<file path="src/rtl/pipe_ctrl_pkg.sv">
// ----------------------------------------------------------------------------
// pipe_ctrl_pkg
// Shared definitions for the pipeline execution sequencer:
//   - 3-bit FSM state encodings (plain localparams so legacy code can reuse them)
//   - debug front-end command codes
//   - default HALT instruction word
//   - helper deciding which states accept a command
// ----------------------------------------------------------------------------
package pipe_ctrl_pkg;

    typedef logic [2:0] state_t;

    localparam logic [2:0] ST_IDLE   = 3'd0;
    localparam logic [2:0] ST_RUN    = 3'd1;
    localparam logic [2:0] ST_STEP   = 3'd2;
    localparam logic [2:0] ST_DRAIN  = 3'd3;
    localparam logic [2:0] ST_HALTED = 3'd4;
    localparam logic [2:0] ST_FLUSH  = 3'd5;

    localparam logic [1:0] CMD_RUN   = 2'b00;
    localparam logic [1:0] CMD_STEP  = 2'b01;
    localparam logic [1:0] CMD_STOP  = 2'b10;
    localparam logic [1:0] CMD_CLEAR = 2'b11;

    localparam logic [31:0] DEFAULT_HALT_OPCODE = 32'hFFFF_FFFF;

    // Commands are only taken in the "stable" states; STEP, DRAIN and FLUSH
    // are short fixed sequences that must run to completion.
    function automatic logic state_accepts_cmd(input state_t s);
        return (s == ST_IDLE) || (s == ST_RUN) || (s == ST_HALTED);
    endfunction

endpackage

</file>
<file path="src/rtl/pipeline_exec_ctrl_if.sv">
// ----------------------------------------------------------------------------
// pipeline_exec_ctrl_if
// Bundles the command handshake, fetch-stage observation and pipeline control
// signals of the execution sequencer.
//   master : debug front end / pipeline side (drives cmd, instruction_IF, pc_IF)
//   slave  : the sequencer (drives cmd_ready, pipe_en, pc_hold, fetch_bubble,
//            pipe_flush, busy, halted, done_pulse, cycle_count)
// Optional macro PIPE_CTRL_BREAKPOINT_EN adds bp_valid, bp_pc (to the
// sequencer) and bp_hit (from the sequencer).
// ----------------------------------------------------------------------------
interface pipeline_exec_ctrl_if #(
    parameter int CNT_W = 32
);
    logic             cmd_valid;
    logic [1:0]       cmd;
    logic             cmd_ready;
    logic [31:0]      instruction_IF;
    logic [31:0]      pc_IF;
    logic             pipe_en;
    logic             pc_hold;
    logic             fetch_bubble;
    logic             pipe_flush;
    logic             busy;
    logic             halted;
    logic             done_pulse;
    logic [CNT_W-1:0] cycle_count;
`ifdef PIPE_CTRL_BREAKPOINT_EN
    logic             bp_valid;
    logic [31:0]      bp_pc;
    logic             bp_hit;
`endif

    modport master (
`ifdef PIPE_CTRL_BREAKPOINT_EN
        output bp_valid, bp_pc,
        input  bp_hit,
`endif
        output cmd_valid, cmd, instruction_IF, pc_IF,
        input  cmd_ready, pipe_en, pc_hold, fetch_bubble, pipe_flush,
        input  busy, halted, done_pulse, cycle_count
    );

    modport slave (
`ifdef PIPE_CTRL_BREAKPOINT_EN
        input  bp_valid, bp_pc,
        output bp_hit,
`endif
        input  cmd_valid, cmd, instruction_IF, pc_IF,
        output cmd_ready, pipe_en, pc_hold, fetch_bubble, pipe_flush,
        output busy, halted, done_pulse, cycle_count
    );
endinterface

</file>
<file path="src/rtl/sat_counter.sv">
// ----------------------------------------------------------------------------
// sat_counter
// Width-parameterised up-counter that sticks at all-ones.
//   clk   : clock, rising edge
//   reset : asynchronous active-low reset (count -> 0)
//   clr   : synchronous clear, wins over en
//   en    : count this cycle
//   count : current value
// ----------------------------------------------------------------------------
module sat_counter #(
    parameter int WIDTH = 32
) (
    input  logic             clk,
    input  logic             reset,
    input  logic             clr,
    input  logic             en,
    output logic [WIDTH-1:0] count
);
    logic [WIDTH-1:0] count_reg;

    always_ff @(posedge clk or negedge reset) begin
        if (!reset) begin
            count_reg <= '0;
        end else if (clr) begin
            count_reg <= '0;
        end else if (en && (count_reg != {WIDTH{1'b1}})) begin
            count_reg <= count_reg + WIDTH'(1);
        end
    end

    assign count = count_reg;
endmodule

</file>
<file path="src/rtl/pipeline_exec_ctrl.sv">
// ----------------------------------------------------------------------------
// pipeline_exec_ctrl
// Execution sequencer for a 5-stage IF/ID/EX/MEM/WB pipeline. Gates pipeline
// advance (pipe_en), handles RUN / STEP / STOP / CLEAR commands, detects the
// HALT word in IF, drains the in-flight instructions with bubbles, parks in
// HALTED and counts enabled cycles.
//   clk    : system clock, rising edge
//   reset  : asynchronous active-low reset
//   bus    : pipeline_exec_ctrl_if.slave (command handshake, IF observation,
//            pipe_en / pc_hold / fetch_bubble / pipe_flush, status, counter)
// Parameters: CNT_W (counter width), HALT_OPCODE, DRAIN_CYCLES (>= 1).
// Optional macro PIPE_CTRL_BREAKPOINT_EN: PC breakpoint in RUN with sticky
// bp_hit; without it pc_IF is ignored.
// ----------------------------------------------------------------------------
module pipeline_exec_ctrl
    import pipe_ctrl_pkg::*;
#(
    parameter int          CNT_W        = 32,
    parameter logic [31:0] HALT_OPCODE  = DEFAULT_HALT_OPCODE,
    parameter int          DRAIN_CYCLES = 4
) (
    input  logic                clk,
    input  logic                reset,
    pipeline_exec_ctrl_if.slave bus
);
    localparam int DRAIN_W = (DRAIN_CYCLES > 1) ? $clog2(DRAIN_CYCLES) : 1;
    localparam logic [DRAIN_W-1:0] DRAIN_LOAD = DRAIN_W'(DRAIN_CYCLES - 1);

    state_t             state_reg;
    state_t             state_next;
    logic [DRAIN_W-1:0] drain_cnt_reg;
    logic [DRAIN_W-1:0] drain_cnt_next;
    logic               done_pulse_reg;

    logic cmd_ready_int;
    logic cmd_accept;
    logic run_like;
    logic bp_stop;
    logic halt_hit;
    logic pipe_en_int;
    logic [CNT_W-1:0] count_int;

    assign cmd_ready_int = state_accepts_cmd(state_reg);
    assign cmd_accept    = bus.cmd_valid && cmd_ready_int;
    assign run_like      = (state_reg == ST_RUN) || (state_reg == ST_STEP);

`ifdef PIPE_CTRL_BREAKPOINT_EN
    logic bp_hit_reg;
    logic bp_mask_reg;

    // The first enabled cycle after IDLE is masked so a resume executes the
    // instruction that tripped the breakpoint instead of re-stopping on it.
    assign bp_stop = (state_reg == ST_RUN) && bus.bp_valid && !bp_mask_reg &&
                     (bus.pc_IF == bus.bp_pc);

    always_ff @(posedge clk or negedge reset) begin
        if (!reset) begin
            bp_hit_reg  <= 1'b0;
            bp_mask_reg <= 1'b0;
        end else begin
            bp_mask_reg <= (state_reg == ST_IDLE);
            if (bp_stop) begin
                bp_hit_reg <= 1'b1;
            end else if (cmd_accept) begin
                bp_hit_reg <= 1'b0;
            end
        end
    end

    assign bus.bp_hit = bp_hit_reg;
`else
    logic unused_pc_if;
    assign unused_pc_if = ^bus.pc_IF;
    assign bp_stop      = 1'b0;
`endif

    // A breakpoint freezes the cycle entirely, so the HALT compare is only
    // meaningful when the instruction is actually allowed to advance.
    assign halt_hit    = run_like && !bp_stop && (bus.instruction_IF == HALT_OPCODE);
    assign pipe_en_int = (run_like && !bp_stop) || (state_reg == ST_DRAIN);

    always_comb begin
        state_next     = state_reg;
        drain_cnt_next = drain_cnt_reg;
        case (state_reg)
            ST_IDLE: begin
                if (cmd_accept) begin
                    case (bus.cmd)
                        CMD_RUN:   state_next = ST_RUN;
                        CMD_STEP:  state_next = ST_STEP;
                        CMD_CLEAR: state_next = ST_FLUSH;
                        default:   state_next = ST_IDLE;
                    endcase
                end
            end
            ST_RUN: begin
                // HALT outranks STOP/CLEAR in the same cycle; the command is
                // still handshaken (cmd_ready=1) but dropped.
                if (bp_stop) begin
                    state_next = ST_IDLE;
                end else if (halt_hit) begin
                    state_next     = ST_DRAIN;
                    drain_cnt_next = DRAIN_LOAD;
                end else if (cmd_accept && (bus.cmd == CMD_STOP)) begin
                    state_next = ST_IDLE;
                end else if (cmd_accept && (bus.cmd == CMD_CLEAR)) begin
                    state_next = ST_FLUSH;
                end
            end
            ST_STEP: begin
                if (halt_hit) begin
                    state_next     = ST_DRAIN;
                    drain_cnt_next = DRAIN_LOAD;
                end else begin
                    state_next = ST_IDLE;
                end
            end
            ST_DRAIN: begin
                if (drain_cnt_reg == '0) begin
                    state_next = ST_HALTED;
                end else begin
                    drain_cnt_next = drain_cnt_reg - DRAIN_W'(1);
                end
            end
            ST_HALTED: begin
                if (cmd_accept && (bus.cmd == CMD_CLEAR)) begin
                    state_next = ST_FLUSH;
                end
            end
            ST_FLUSH: begin
                state_next = ST_IDLE;
            end
            default: begin
                state_next = ST_IDLE;
            end
        endcase
    end

    always_ff @(posedge clk or negedge reset) begin
        if (!reset) begin
            state_reg      <= ST_IDLE;
            drain_cnt_reg  <= '0;
            done_pulse_reg <= 1'b0;
        end else begin
            state_reg      <= state_next;
            drain_cnt_reg  <= drain_cnt_next;
            done_pulse_reg <= (state_reg == ST_DRAIN) && (state_next == ST_HALTED);
        end
    end

    sat_counter #(
        .WIDTH (CNT_W)
    ) u_cycle_cnt (
        .clk   (clk),
        .reset (reset),
        .clr   (state_reg == ST_FLUSH),
        .en    (pipe_en_int),
        .count (count_int)
    );

    assign bus.cmd_ready    = cmd_ready_int;
    assign bus.pipe_en      = pipe_en_int;
    assign bus.fetch_bubble = halt_hit || (state_reg == ST_DRAIN);
    assign bus.pc_hold      = halt_hit || (state_reg == ST_DRAIN);
    assign bus.pipe_flush   = (state_reg == ST_FLUSH);
    assign bus.busy         = run_like || (state_reg == ST_DRAIN) || (state_reg == ST_FLUSH);
    assign bus.halted       = (state_reg == ST_HALTED);
    assign bus.done_pulse   = done_pulse_reg;
    assign bus.cycle_count  = count_int;
endmodule

</file>
<file path="src/flat_wrapper.sv">
// flat-port wrapper written by rule: the top's interface ports become plain ports
module pipeline_exec_ctrl_flat import pipe_ctrl_pkg::*;
#(
    parameter int          CNT_W        = 32,
    parameter logic [31:0] HALT_OPCODE  = DEFAULT_HALT_OPCODE,
    parameter int          DRAIN_CYCLES = 4
)
  (clk, reset, bus_cmd_valid, bus_cmd, bus_instruction_IF, bus_pc_IF, bus_cmd_ready, bus_pipe_en, bus_pc_hold, bus_fetch_bubble, bus_pipe_flush, bus_busy, bus_halted, bus_done_pulse, bus_cycle_count);
  pipeline_exec_ctrl_if #(.CNT_W(CNT_W)) bus_i ();
  input  logic clk;
  input  logic reset;
  input wire logic [$bits(bus_i.cmd_valid)-1:0] bus_cmd_valid;
  input wire logic [$bits(bus_i.cmd)-1:0] bus_cmd;
  input wire logic [$bits(bus_i.instruction_IF)-1:0] bus_instruction_IF;
  input wire logic [$bits(bus_i.pc_IF)-1:0] bus_pc_IF;
  output wire logic [$bits(bus_i.cmd_ready)-1:0] bus_cmd_ready;
  output wire logic [$bits(bus_i.pipe_en)-1:0] bus_pipe_en;
  output wire logic [$bits(bus_i.pc_hold)-1:0] bus_pc_hold;
  output wire logic [$bits(bus_i.fetch_bubble)-1:0] bus_fetch_bubble;
  output wire logic [$bits(bus_i.pipe_flush)-1:0] bus_pipe_flush;
  output wire logic [$bits(bus_i.busy)-1:0] bus_busy;
  output wire logic [$bits(bus_i.halted)-1:0] bus_halted;
  output wire logic [$bits(bus_i.done_pulse)-1:0] bus_done_pulse;
  output wire logic [$bits(bus_i.cycle_count)-1:0] bus_cycle_count;
  assign bus_i.cmd_valid = bus_cmd_valid;
  assign bus_i.cmd = bus_cmd;
  assign bus_i.instruction_IF = bus_instruction_IF;
  assign bus_i.pc_IF = bus_pc_IF;
  assign bus_cmd_ready = bus_i.cmd_ready;
  assign bus_pipe_en = bus_i.pipe_en;
  assign bus_pc_hold = bus_i.pc_hold;
  assign bus_fetch_bubble = bus_i.fetch_bubble;
  assign bus_pipe_flush = bus_i.pipe_flush;
  assign bus_busy = bus_i.busy;
  assign bus_halted = bus_i.halted;
  assign bus_done_pulse = bus_i.done_pulse;
  assign bus_cycle_count = bus_i.cycle_count;
  pipeline_exec_ctrl #(.CNT_W(CNT_W), .HALT_OPCODE(HALT_OPCODE), .DRAIN_CYCLES(DRAIN_CYCLES)) u_core (.clk(clk), .reset(reset), .bus(bus_i));
endmodule
</file>
<file path="config.mk">
export PLATFORM = sky130hd
export DESIGN_NAME = pipeline_exec_ctrl_flat
export DESIGN_NICKNAME = d
export VERILOG_FILES = /design/src/rtl/pipe_ctrl_pkg.sv /design/src/rtl/pipeline_exec_ctrl_if.sv /design/src/rtl/sat_counter.sv /design/src/rtl/pipeline_exec_ctrl.sv /design/src/flat_wrapper.sv
export SDC_FILE = /design/constraint.sdc
export NUM_CORES = 1
export LEC_CHECK = 0
export CAP_MARGIN = 20
export CELL_PAD_IN_SITES_DETAIL_PLACEMENT = 1
export CELL_PAD_IN_SITES_GLOBAL_PLACEMENT = 2
export CORE_MARGIN = 2
export CORE_UTILIZATION = 24
export DETAILED_ROUTE_END_ITERATION = 6
export PLACE_DENSITY_LB_ADDON = 0.1
export SYNTH_ARGS = -nofsm -noshare
export SYNTH_HDL_FRONTEND = slang
export SYNTH_SLANG_ARGS = --single-unit
export TNS_END_PERCENT = 20
</file>
<file path="constraint.sdc">
create_clock -name clk -period 2.8 [get_ports clk]
set_input_delay 0.56 -clock clk [delete_from_list [all_inputs] [get_ports clk]]
set_output_delay 0.56 -clock clk [all_outputs]
set_load 0.005 [all_outputs]
</file>
# ---- Word level (Yosys, flattened, before mapping)
# Cells that the tools add are included.
dict set report op_classes {
  n_addsub 2
  eq_ne 13
  muxes 13
  n_reduce_logical 19
}
# op n
set op_table {}
lappend op_table {{2-to-1 mux 32 bit} 2}
lappend op_table {{adder 32 x 1 -> 32 bit (second input constant)} 1}
lappend op_table {{equality test 32 bit (second input constant)} 1}
lappend op_table {{!= test 32 bit (second input constant)} 1}
lappend op_table {{2-to-1 mux 3 bit} 5}
lappend op_table {{one-hot mux 3 bit (5 select lines)} 1}
lappend op_table {{equality test 3 bit (second input constant)} 3}
lappend op_table {{one-hot mux 3 bit (3 select lines)} 1}
lappend op_table {{equality test 3 x 2 -> 1 bit (second input constant)} 2}
lappend op_table {{logical AND 1 bit} 6}
lappend op_table {{logical OR 1 bit} 6}
lappend op_table {{2-to-1 mux 2 bit} 3}
lappend op_table {{equality test 2 bit (second input constant)} 2}
lappend op_table {{zero test 2 bit} 2}
lappend op_table {{one-hot mux 2 bit (2 select lines)} 1}
lappend op_table {{nonzero test 2 bit} 2}
lappend op_table {{equality test 3 x 1 -> 1 bit (second input constant)} 1}
lappend op_table {{zero test 3 bit} 1}
lappend op_table {{AND reduction 3 bit} 1}
lappend op_table {{equality test 2 x 1 -> 1 bit (second input constant)} 1}
lappend op_table {{!= test 2 x 1 -> 1 bit (second input constant)} 1}
lappend op_table {{!= test 2 bit (second input constant)} 1}
lappend op_table {{OR reduction 2 bit} 1}
lappend op_table {{subtractor 2 x 1 -> 2 bit (second input constant)} 1}
dict set report word_totals {
  regBits 38
  in_bits 69
  output_inout_bits 40
  word_cells 51
}

# ---- Longest topological paths before layout
# Gate-level depths: netlist (run 1).
dict set report depth {
  ltp_word 11
  mapped_depth 9
  depth_no_buf 6
}

# ---- By module
# From an unflattened synthesis (run 1), not the netlist that was laid out.
dict set report hier_totals {
  hier_cells 260
  area_unflattened_um2 2402.3
}
# mod instances cells_per_inst area_each_um2 seq_area_each_um2
set modules_own_cells {}
lappend modules_own_cells {sat_counter 1 198 1854.3 800.8}
lappend modules_own_cells {pipeline_exec_ctrl 1 62 548.0 150.1}

# ---- Worst setup path after synthesis (run 1)
# Ideal clock, no wire load.
dict set report synth_path {
  path_type {in2out}
  from {input bus_instruction_IF[3]}
  to {output bus_pc_hold}
  arrival_ns 1.550
  t_required_ns 2.240
  path_slack_ns 0.690
  stages 5
  path_buffers 1
  path_cell_list {nand4_1 -> nor4_1 -> nand3b_1 -> a21oi_1 -> buf_4}
}
dict set report synth_between {
  elab_chain_len 3
}
# item line_no
set synth_lines {}
lappend synth_lines {{from (decl)} flat_wrapper.sv:14} ;# input wire logic [$bits(bus_i.instruction_IF)-1:0] bus_instruction_IF;
lappend synth_lines {{equality test 32 bit} pipeline_exec_ctrl.sv:79} ;# assign halt_hit = run_like && !bp_stop && (bus.instruction_IF == HALT_OPCODE);
lappend synth_lines {{logical AND 1 bit} pipeline_exec_ctrl.sv:79}
lappend synth_lines {{logical OR 1 bit} n/a}
lappend synth_lines {{to (decl)} flat_wrapper.sv:18} ;# output wire logic [$bits(bus_i.pc_hold)-1:0] bus_pc_hold;
# Every way passes these cells.

# ---- Worst setup path in the final report (run 1)
dict set report layout_path {
  from {input bus_instruction_IF[28]}
  to {output bus_pc_hold}
}
dict set report layout_between {
  elab_chain_len 3
}
# item line_no
set layout_lines {}
lappend layout_lines {{equality test 32 bit} pipeline_exec_ctrl.sv:79}
lappend layout_lines {{logical AND 1 bit} pipeline_exec_ctrl.sv:79}
lappend layout_lines {{logical OR 1 bit} pipeline_exec_ctrl.sv:164} ;# assign bus.pc_hold = halt_hit || (state_reg == ST_DRAIN);
# Every way passes these cells.

==> results.yml, run 1 <==
worst_setup_path:
  cp_top_family: "buffers and inverters"
  cp-end-kind: "primary output"
  slowest_delay_ns: 0.45
  required_ns: 2.24
  path_cells: "clkdlybuf4s50_1 > nand4_1 > nor4_2 > buf_4 > nand3b_1 > a21oi_2 > dlygate4sd2_1"
  worstReg2RegEnd: "u_core.u_cycle_cnt.count[13]$_DFFE_PN0P_"
  crit_path_top_delay_cell: "clkdlybuf4s50_1"
  cp.arrival_ns: 2.09
  cp_num_buf_inv: 3
  critical_path_class: "in -> out"
  reg2reg_from: "u_core.u_cycle_cnt.count[17]$_DFFE_PN0P_"
  regToRegSetupSlack_ns: 0.50
  path_max_fanout: 3
  cp-start-kind: "input pin"
  r2r_cells: 5
finish:
  final_cells: 486
  largest_register_ffs: 32
  fin_util_pct: 35.27
  layout-area-overhead-vs-synth_pct: 41.17
  nets: 427
  layout-drive-gt1-share_pct: 13.31
  diodes: 0
  final_area_mm2: 0.003480
power_and_ir_drop:
  leakage_uw: 0.001366
  power.internal_uw: 1157
  comb_power_share_pct: 39.9
  peakVddDrop_mv: 0.2850
  swShare_pct: 38.62
  seqPwrFrac_pct: 38.1
  clkPwrFrac_pct: 22.0
  switchingPower_uw: 727.8
  powerDensity_mw_per_mm2: 541.6
yosys:
  synth-edff-count: 0
  syn_inst: 271
  ys_warn_count: 0
  ys.flop_type: "dfrtp_1"
  syn_area_per_cell_um2: 9.095
  ys_ff_latch: 38
  async_reset_ff_share_pct: 100.0
  syn_nets: 346
  synth_area_mm2: 0.002465
  synth_cell_type_count: 56
  synth_seq_area_share_pct: 38.58
  ys_top_cells_by_area: "dfrtp_1, nand4_1, a21oi_1"
  yosys.area.top_type: "dfrtp_1"
  yosys.area.top_type_share_pct: 38.58
global_route:
  grt_pass1_wl_mm: 12.46
  grt_pass1_vias: 2507
  antenna_found_initial: 0
  grt_use_total_pct: 13.74
  overflow: 0
  grt_start_max_net_pins: 39
routing:
  final_antenna_net_count: 0
  routed_wl_mm: 7.481
  vias: 2410
  wl_met1_mm: 3.631
  route.met3.wl_um: 387
  vias_per_cell: 4.959
  route.met2.wl_mm: 3.380
  drtIter0Drc: 26
  highest-signal-layer: "met4"
  dr.pass1.iters: 4
  avgRoutedWirePerCell_um: 15.39
  drc_errors: 0
run:
  cap_violations: 0
clocking:
  clk_path_buf_depth: 2
  path_clk_slew_ns: 0.09
  clkLatencyLatePin_ns: 0.29
  cts-root-buf: "clkbuf_8"
  cts_tree: "yes"
  numCtsBuffers: 5
  holdBufCountCts: 0
  cts_max_level: 2
  cts.sinks: 38
placed_design:
  gp_congestion: 0.7587
  io_buffers: 76
  dp_cells: 478
  placed_area_mm2: 0.003377
  post-dp-hpwl_mm: 5.559
die:
  start_util_pct: 24.99
  rows: 36
  die_w_um: 105.3
  coreArea_mm2: 0.009864
  fp.dieArea_mm2: 0.01110
  die_h_um: 105.3
  pin_count: 109
sta:
  hold_viol_final: 0
  max_freq_ghz: 0.3779
  period_minus_slack_ns: 2.646
  rsz0062_at_grt: "no"
  worst-slew-pin-transition_ns: 0.9025
  slew_headroom_pct: 39.84
  finalMaxSlewViolations: 0
  period_share_pct: 94.51
  fin_skew_ns: 0.01009
  setup_viol: 0
status:
  status: "finished clean"
min_path:
  hold_path.class: "in -> async"
[cell type report]
class                   instances  area (µm²)
flip-flops and latches         38       950.9
well taps                     133       166.4
clock buffers                   6       82.58
multi-input cells             209        1374
fillers                      1150        6385
clock inverters                 2       12.51
inverters                      10       37.54
repair buffers                 88       855.8
[Yosys cell counts, types with 6 or more instances]
library cell   n
ha_1           6
a21oi_1       19
nand3_1       18
nor2_1        20
dfrtp_1       38
o21ai_0        9
nor3_1         7
inv_1         10
or3_1          9
nand2_1       25
nand4_1       20
[cell usage in the layout, fill, tap and decap left out, types with 9 or more instances in the layout]
cell / instances
or3_1: 9
nand2_1: 25
o21ai_0: 9
dfrtp_1: 38
clkdlybuf4s50_1: 73
a21oi_1: 18
nor2_1: 20
buf_4: 11
nand3_1: 18
inv_1: 10
nand4_1: 20
[cells by family (layout without fill, tap and decap cells)]
group | Yosys count | in the layout | synth area share [%]
and+or+nand+nor | 131 | 131 | 30.71
AOI/OAI and AO/OA | 58 | 58 | 16.14
DFF | 38 | 38 | 38.58
buffers and inverters | 24 | 106 | 6.092
xor gates and xnor gates | 7 | 7 | 2.487
muxes | 7 | 7 | 2.944
adders and majority gates | 6 | 6 | 3.046
[metal layers]
| layer | global-route usage (%) | vias to the layer above |
|---|---|---|
| met3 | 2.721 | 6 |
| li1 | - | 1174 |
| met1 | 19.09 | 1162 |
| met5 | 0 | - |
| met2 | 21.94 | 68 |
| met4 | 3.143 | 0 |
[power by group through the flow]
| stage | clock network (µW) | logic, µW | registers, µW |
|---|---|---|---|
| floorplan | 0 | 510 | 675 |
| global placement | 0 | 755 | 729 |
| detailed placement | 0 | 762 | 730 |
| CTS | 433 | 768 | 720 |
| global route | 451 | 844 | 735 |
| finish | 415 | 751 | 718 |
[worst reg2reg max path, stage by stage, from the launching register on]
cell	delay (ns)
dfrtp_1	0.47
nand4_1	0.24
or4_1	0.69
o21a_1	0.35
nand3_1	0.12
mux2_2	0.34
[through the flow]
stage	power [µW]	hold slack, ns	setup WS [ns]	setup TNS (ns)
5_1_grt	2031	0.4486	0.009874	0
3_5_place_dp	1492	0.4997	-0.2859	-0.5671
4_1_cts	1921	0.4254	0.1122	0
2_1_floorplan	1185	0.2644	0.6901	0
6_report	1884	0.3921	0.1538	0
3_3_place_gp	1484	0.4921	-0.2749	-0.5487
[worst max path at each step]
stage / end / cells past startpoint / slack (ns) / startpoint
after floorplan: bus_pc_hold / 5 / 0.69 / bus_instruction_IF[3]
after CTS: bus_pc_hold / 7 / 0.11 / bus_instruction_IF[28]
after global routing: bus_pc_hold / 7 / 0.01 / bus_instruction_IF[28]
final: bus_pc_hold / 7 / 0.15 / bus_instruction_IF[28]
after detailed placement: bus_pc_hold / 7 / -0.29 / bus_instruction_IF[21]
after global placement: bus_pc_hold / 7 / -0.27 / bus_instruction_IF[23]
[what timing repair did]
action,in CTS,in global routing
gates resized for setup,4,0
gates cloned,0,0
pin swaps,2,1
setup endpoints to repair,2,2
buffers inserted,0,0
Power figures use the tool's default switching activity.
==> run 2, diff against run 1 <==
--- a/config.mk
+++ b/config.mk
@@ -15,4 +15,4 @@
 export SYNTH_ARGS = -nofsm -noshare
 export SYNTH_HDL_FRONTEND = slang
 export SYNTH_SLANG_ARGS = --single-unit
-export TNS_END_PERCENT = 20
+export TNS_END_PERCENT = 100
==> run 2 against run 1 <==
Effect of this change: first-iteration DRC count grew 19%; sequential cell count unchanged; clock skew is essentially flat; register-to-register slack hardly changed; sequential share of layout area fell by 0.20 points; wire length grew 0.98%; clock-buffer cell count unchanged; sequential power about the same; core utilization grew 0.25 points; critical path depth grew 1; global-route usage is essentially flat; critical path type unchanged; largest cell class unchanged; highest routed layer unchanged.
==> results.yml, run 2 (synthesis results as in run 1) <==
worst_setup_path:
  cp_top_family: "buffers and inverters"
  cpMostUsedCell: "buf_4"
  path_max_fanout: 2
  slowest_delay_ns: 0.46
  cp_num_buf_inv: 4
  required_ns: 2.24
  critical_path_class: "in -> out"
  cp-start-kind: "input pin"
  cp.arrival_ns: 2.08
  cp-end-kind: "primary output"
  path_cells: "clkdlybuf4s50_1 > nand4_1 > nor4_2 > buf_4 > nand3b_1 > a21oi_2 > buf_4 > clkbuf_2"
  crit_path_top_delay_cell: "clkdlybuf4s50_1"
clocking:
  numCtsBuffers: 5
  cts-root-buf: "clkbuf_8"
  cts.sinks: 38
  path_clk_slew_ns: 0.09
  cts_tree: "yes"
  holdBufCountCts: 0
  cts_max_level: 2
  clk_path_buf_depth: 2
  clkLatencyLatePin_ns: 0.29
placed_design:
  io_buffers: 76
  gp_congestion: 0.7587
  post-dp-hpwl_mm: 5.559
  placed_area_mm2: 0.003377
global_route:
  grt_pass1_wl_mm: 12.48
  grt_start_max_net_pins: 39
  grt_use_total_pct: 13.76
  antenna_found_initial: 0
  overflow: 0
  grt_pass1_vias: 2508
sta:
  finalMaxSlewViolations: 0
  rsz0062_at_grt: "no"
  worst-slew-pin-transition_ns: 0.9036
  period_share_pct: 94.43
  period_minus_slack_ns: 2.644
  hold_viol_final: 0
  fin_skew_ns: 0.009882
  setup_viol: 0
  slew_headroom_pct: 39.76
  max_freq_ghz: 0.3782
die:
  fp.dieArea_mm2: 0.01110
  die_w_um: 105.3
  pin_count: 109
  start_util_pct: 24.99
  rows: 36
  coreArea_mm2: 0.009864
  die_h_um: 105.3
power_and_ir_drop:
  leakage_uw: 0.001382
  peakVddDrop_mv: 0.2854
  powerDensity_mw_per_mm2: 539.5
  power_uw: 1891
routing:
  final_antenna_net_count: 0
  routed_wl_mm: 7.554
  vias: 2437
  drc_errors: 0
  dr.pass1.iters: 4
  drtIter0Drc: 31
  vias_per_cell: 4.973
  avgRoutedWirePerCell_um: 15.42
finish:
  final_common_cell: "clkdlybuf4s50_1"
  layout-drive-gt1-share_pct: 14.85
  final_area_mm2: 0.003505
  nets: 431
  diodes: 0
  largest_register_ffs: 32
  mostFrequentLayoutCells: "clkdlybuf4s50_1, dfrtp_1, nand2_1"
  final.fill_count: 1153
  layout-area-overhead-vs-synth_pct: 42.18
run:
  cap_violations: 0
status:
  status: "finished clean"
min_path:
  hold_path.class: "in -> async"
-- run 2: changes by cell type in the layout (fill, tap and decap cells not counted), sizes merged --
cell,delta
clkbuf,+1
buf,+5
dlygate4sd2,-2
-- run 2: final timing paths --
kind / slack, ns / cells after the start / start / end
setup / recovery: 0.16 / 8 / bus_instruction_IF[25] / bus_pc_hold
hold / removal: 0.39 / 1 / reset / u_core.u_cycle_cnt.count[14]$_DFFE_PN0P_
setup reg to reg: 0.50 / 5 / u_core.u_cycle_cnt.count[17]$_DFFE_PN0P_ / u_core.u_cycle_cnt.count[13]$_DFFE_PN0P_
hold reg to reg: 0.51 / 1 / u_core.drain_cnt_reg[0]$_DFFE_PN0P_ / u_core.drain_cnt_reg[0]$_DFFE_PN0P_
max in group asynchronous: 1.85 / 1 / reset / u_core.u_cycle_cnt.count[17]$_DFFE_PN0P_
min in group clk: 0.51 / 1 / u_core.drain_cnt_reg[0]$_DFFE_PN0P_ / u_core.drain_cnt_reg[0]$_DFFE_PN0P_
-- run 2: layout make-up --
type	instances	area (µm²)	share of cell area (%)
Tap cell	133	166.4	4.748
Clock inverter	2	12.51	0.3570
Multi-Input combinational cell	209	1374	39.20
Inverter	10	37.54	1.071
Clock buffer	6	82.58	2.356
Timing Repair Buffer	92	880.8	25.13
Sequential cell	38	950.9	27.13
-- run 2: where the power goes --
part	leakage [µW]	switching, µW	total (µW)	internal (µW)
Combinational	0.000817	404	758	354
Clock	0.0000472	217	416	199
Sequential	0.000518	108	717	609
Total	0.00138	730	1890	1160
-- run 2: timing repair --
item,4_1_cts,5_1_grt
setup buffers,1,3
pin swaps,2,3
gates resized for setup,4,4
setup endpoints to repair,2,1
-- run 2: worst register-to-register path, delay by kind of cell, from the launching register on --
kind / cells / cell delay [ns]
AOI/OAI and AO/OA: 1 / 0.35
DFF: 1 / 0.47
muxes: 1 / 0.34
and+or+nand+nor: 3 / 1.05
-- run 2: layer usage --
layer | part of all wire [%] | vias up | track usage, % | wire [µm]
li1 | - | 1182 | - | -
met1 | 49 | 1180 | 19.17 | 3672
met2 | 45 | 71 | 21.94 | 3437
met3 | 5.1 | 4 | 2.721 | 388
met4 | 0.73 | 0 | 3.143 | 55
met5 | 0 | - | 0 | 0
-- run 2: per-stage QoR --
step	TNS [ns]	hold WS, ns	cells	worst slack [ns]	utilization [%]
floorplan	0	0.2644	271	0.6901	-
global placement	-0.5487	0.4921	478	-0.2749	34.23
detailed placement	-0.5671	0.4997	478	-0.2859	34.23
CTS	0	0.4254	487	0.02783	35.35
global route	0	0.4486	490	0.05065	35.53
finish	0	0.3932	490	0.1559	35.53
==> run 3, diff against run 2 <==
--- a/config.mk
+++ b/config.mk
@@ -11,7 +11,8 @@
 export CORE_MARGIN = 2
 export CORE_UTILIZATION = 24
 export DETAILED_ROUTE_END_ITERATION = 6
-export PLACE_DENSITY_LB_ADDON = 0.1
+export MAX_ROUTING_LAYER = met4
+export PLACE_DENSITY_LB_ADDON = 0.3
 export SYNTH_ARGS = -nofsm -noshare
 export SYNTH_HDL_FRONTEND = slang
 export SYNTH_SLANG_ARGS = --single-unit
==> run 3 against run 2 <==
Effect of this change: sequential power increased by 1%; via count rose by 0.49%; worst setup slack worse by 0.0030 ns; total power down 3.1%; clock skew decreased by 0.0061 ns; sequential share of layout area increased by 0.30 points; cell area fell by 1.1%; clock-buffer cell count did not move; highest routed layer unchanged.
==> results.yml, run 3 (synthesis results as in run 1) <==
sta:
  hold_viol_final: 0
  rsz0062_at_grt: "no"
  slew_headroom_pct: 40.65
  worst-slew-pin-transition_ns: 0.8903
  finalMaxSlewViolations: 0
  period_share_pct: 94.54
  setup_viol: 0
  period_minus_slack_ns: 2.647
  finalSetupTns_ns: 0
  max_freq_ghz: 0.3778
  fin_skew_ns: 0.003775
placed_design:
  placed_area_mm2: 0.003369
  io_buffers: 76
  post-dp-hpwl_mm: 5.501
  gp_congestion: 0.7532
die:
  fp.dieArea_mm2: 0.01110
  rows: 36
  start_util_pct: 24.99
  pin_count: 109
  die_w_um: 105.3
  coreArea_mm2: 0.009864
  die_h_um: 105.3
global_route:
  grt_use_total_pct: 13.77
  antenna_found_initial: 0
  grt_start_max_net_pins: 39
  overflow: 0
  grt_pass1_wl_mm: 12.30
  grt_pass1_vias: 2466
worst_setup_path:
  reg2reg_from: "u_core.u_cycle_cnt.count[18]$_DFFE_PN0P_"
  cp-end-kind: "primary output"
  cp.arrival_ns: 2.09
  path_max_fanout: 3
  critical_path_class: "in -> out"
  regToRegSetupSlack_ns: 0.50
  worstReg2RegEnd: "u_core.u_cycle_cnt.count[8]$_DFFE_PN0P_"
  required_ns: 2.24
  r2r_cells: 6
  cp-start-kind: "input pin"
routing:
  drc_errors: 0
  routed_wl_mm: 7.306
  final_antenna_net_count: 0
  drtIter0Drc: 63
  vias: 2449
  dr.pass1.iters: 4
  avgRoutedWirePerCell_um: 15.13
  vias_per_cell: 5.070
power_and_ir_drop:
  seqPwrFrac_pct: 39.5
  power.internal_uw: 1138
  clkPwrFrac_pct: 20.9
  comb_power_share_pct: 39.6
  swShare_pct: 37.92
  peakVddDrop_mv: 0.2061
  switchingPower_uw: 694.8
  leakage_uw: 0.001357
  powerDensity_mw_per_mm2: 528.7
finish:
  final_common_cell: "clkdlybuf4s50_1"
  final_area_mm2: 0.003466
  layout-area-overhead-vs-synth_pct: 40.61
  nets: 426
  diodes: 0
  largest_register_ffs: 32
  layout-drive-gt1-share_pct: 12.86
  mostFrequentLayoutCells: "clkdlybuf4s50_1, dfrtp_1, nand2_1"
clocking:
  cts-root-buf: "clkbuf_8"
  clk_path_buf_depth: 2
  path_clk_slew_ns: 0.08
  cts_tree: "yes"
  cts.sinks: 38
  holdBufCountCts: 0
  clkLatencyLatePin_ns: 0.28
  numCtsBuffers: 5
  cts_max_level: 2
status:
  status: "finished clean"
run:
  cap_violations: 0
min_path:
  hold_path.class: "in -> async"
-- run 3: changes by cell type in the layout (fill, tap and decap cells not counted), sizes merged --
| cell | before | now |
|---|---|---|
| buf | 18 | 12 |
| clkinvlp | 1 | 0 |
| dlygate4sd2 | 0 | 2 |
| clkbuf | 7 | 6 |
| clkinv | 1 | 0 |
-- run 3: worst max-delay path: stages --
cell and delay (ns):
clkdlybuf4s50_1 0.45, nand4_1 0.10, nor4_2 0.29, buf_4 0.16, nand3b_1 0.08, a21oi_2 0.17, dlygate4sd2_1 0.27
-- run 3: power by group through the flow --
stage	Sequential [µW]	Combinational (µW)	Clock, µW
2_1_floorplan	675	510	0
3_3_place_gp	736	728	0
5_1_grt	743	807	418
6_report	724	726	382
3_5_place_dp	739	736	0
4_1_cts	729	739	399
-- run 3: stage by stage --
step | util (%) | cells | hold slack [ns] | setup slack [ns] | total power [µW]
finish | 35.13 | 483 | 0.3923 | 0.1529 | 1832
global route | 35.13 | 483 | 0.4753 | 0.0007212 | 1968
CTS | 35.07 | 483 | 0.4292 | 0.1187 | 1866
detailed placement | 34.16 | 477 | 0.5147 | -0.2895 | 1475
global placement | 34.16 | 477 | 0.4965 | -0.2717 | 1464
floorplan | - | 271 | 0.2644 | 0.6901 | 1185
-- run 3: area by class of cell --
| type | count | area, µm² |
|---|---|---|
| timing repair buffer | 87 | 848.3 |
| sequential | 38 | 950.9 |
| fill | 1141 | 6399 |
| tap | 133 | 166.4 |
| clock buffer | 6 | 82.58 |
| inverter | 10 | 37.54 |
| multi-input combinational | 209 | 1380 |
-- run 3: worst max-delay path by stage --
stage,from,slack [ns],to
after floorplan,bus_instruction_IF[3],0.69,bus_pc_hold
after global placement,bus_instruction_IF[1],-0.27,bus_pc_hold
after detailed placement,bus_instruction_IF[23],-0.29,bus_pc_hold
after CTS,bus_instruction_IF[28],0.12,bus_pc_hold
after global routing,bus_instruction_IF[28],0.0007,bus_pc_hold
final,bus_instruction_IF[28],0.15,bus_pc_hold
-- run 3: routing by layer --
layer	up-vias	wire length, µm	track usage [%]
met5	-	0	-
met4	0	76	3.143
met3	5	246	1.732
met2	57	3636	23.32
met1	1214	3346	17.56
li1	1173	-	-
-- run 3: what timing repair did --
| action | 4_1_cts | 5_1_grt |
|---|---|---|
| setup buffers | 0 | 0 |
| endpoints found under the hold margin | 0 | 0 |
| endpoints found under the setup margin | 2 | 2 |
| pin swaps | 3 | 1 |
| cloned | 0 | 0 |
| resized for setup | 4 | 1 |
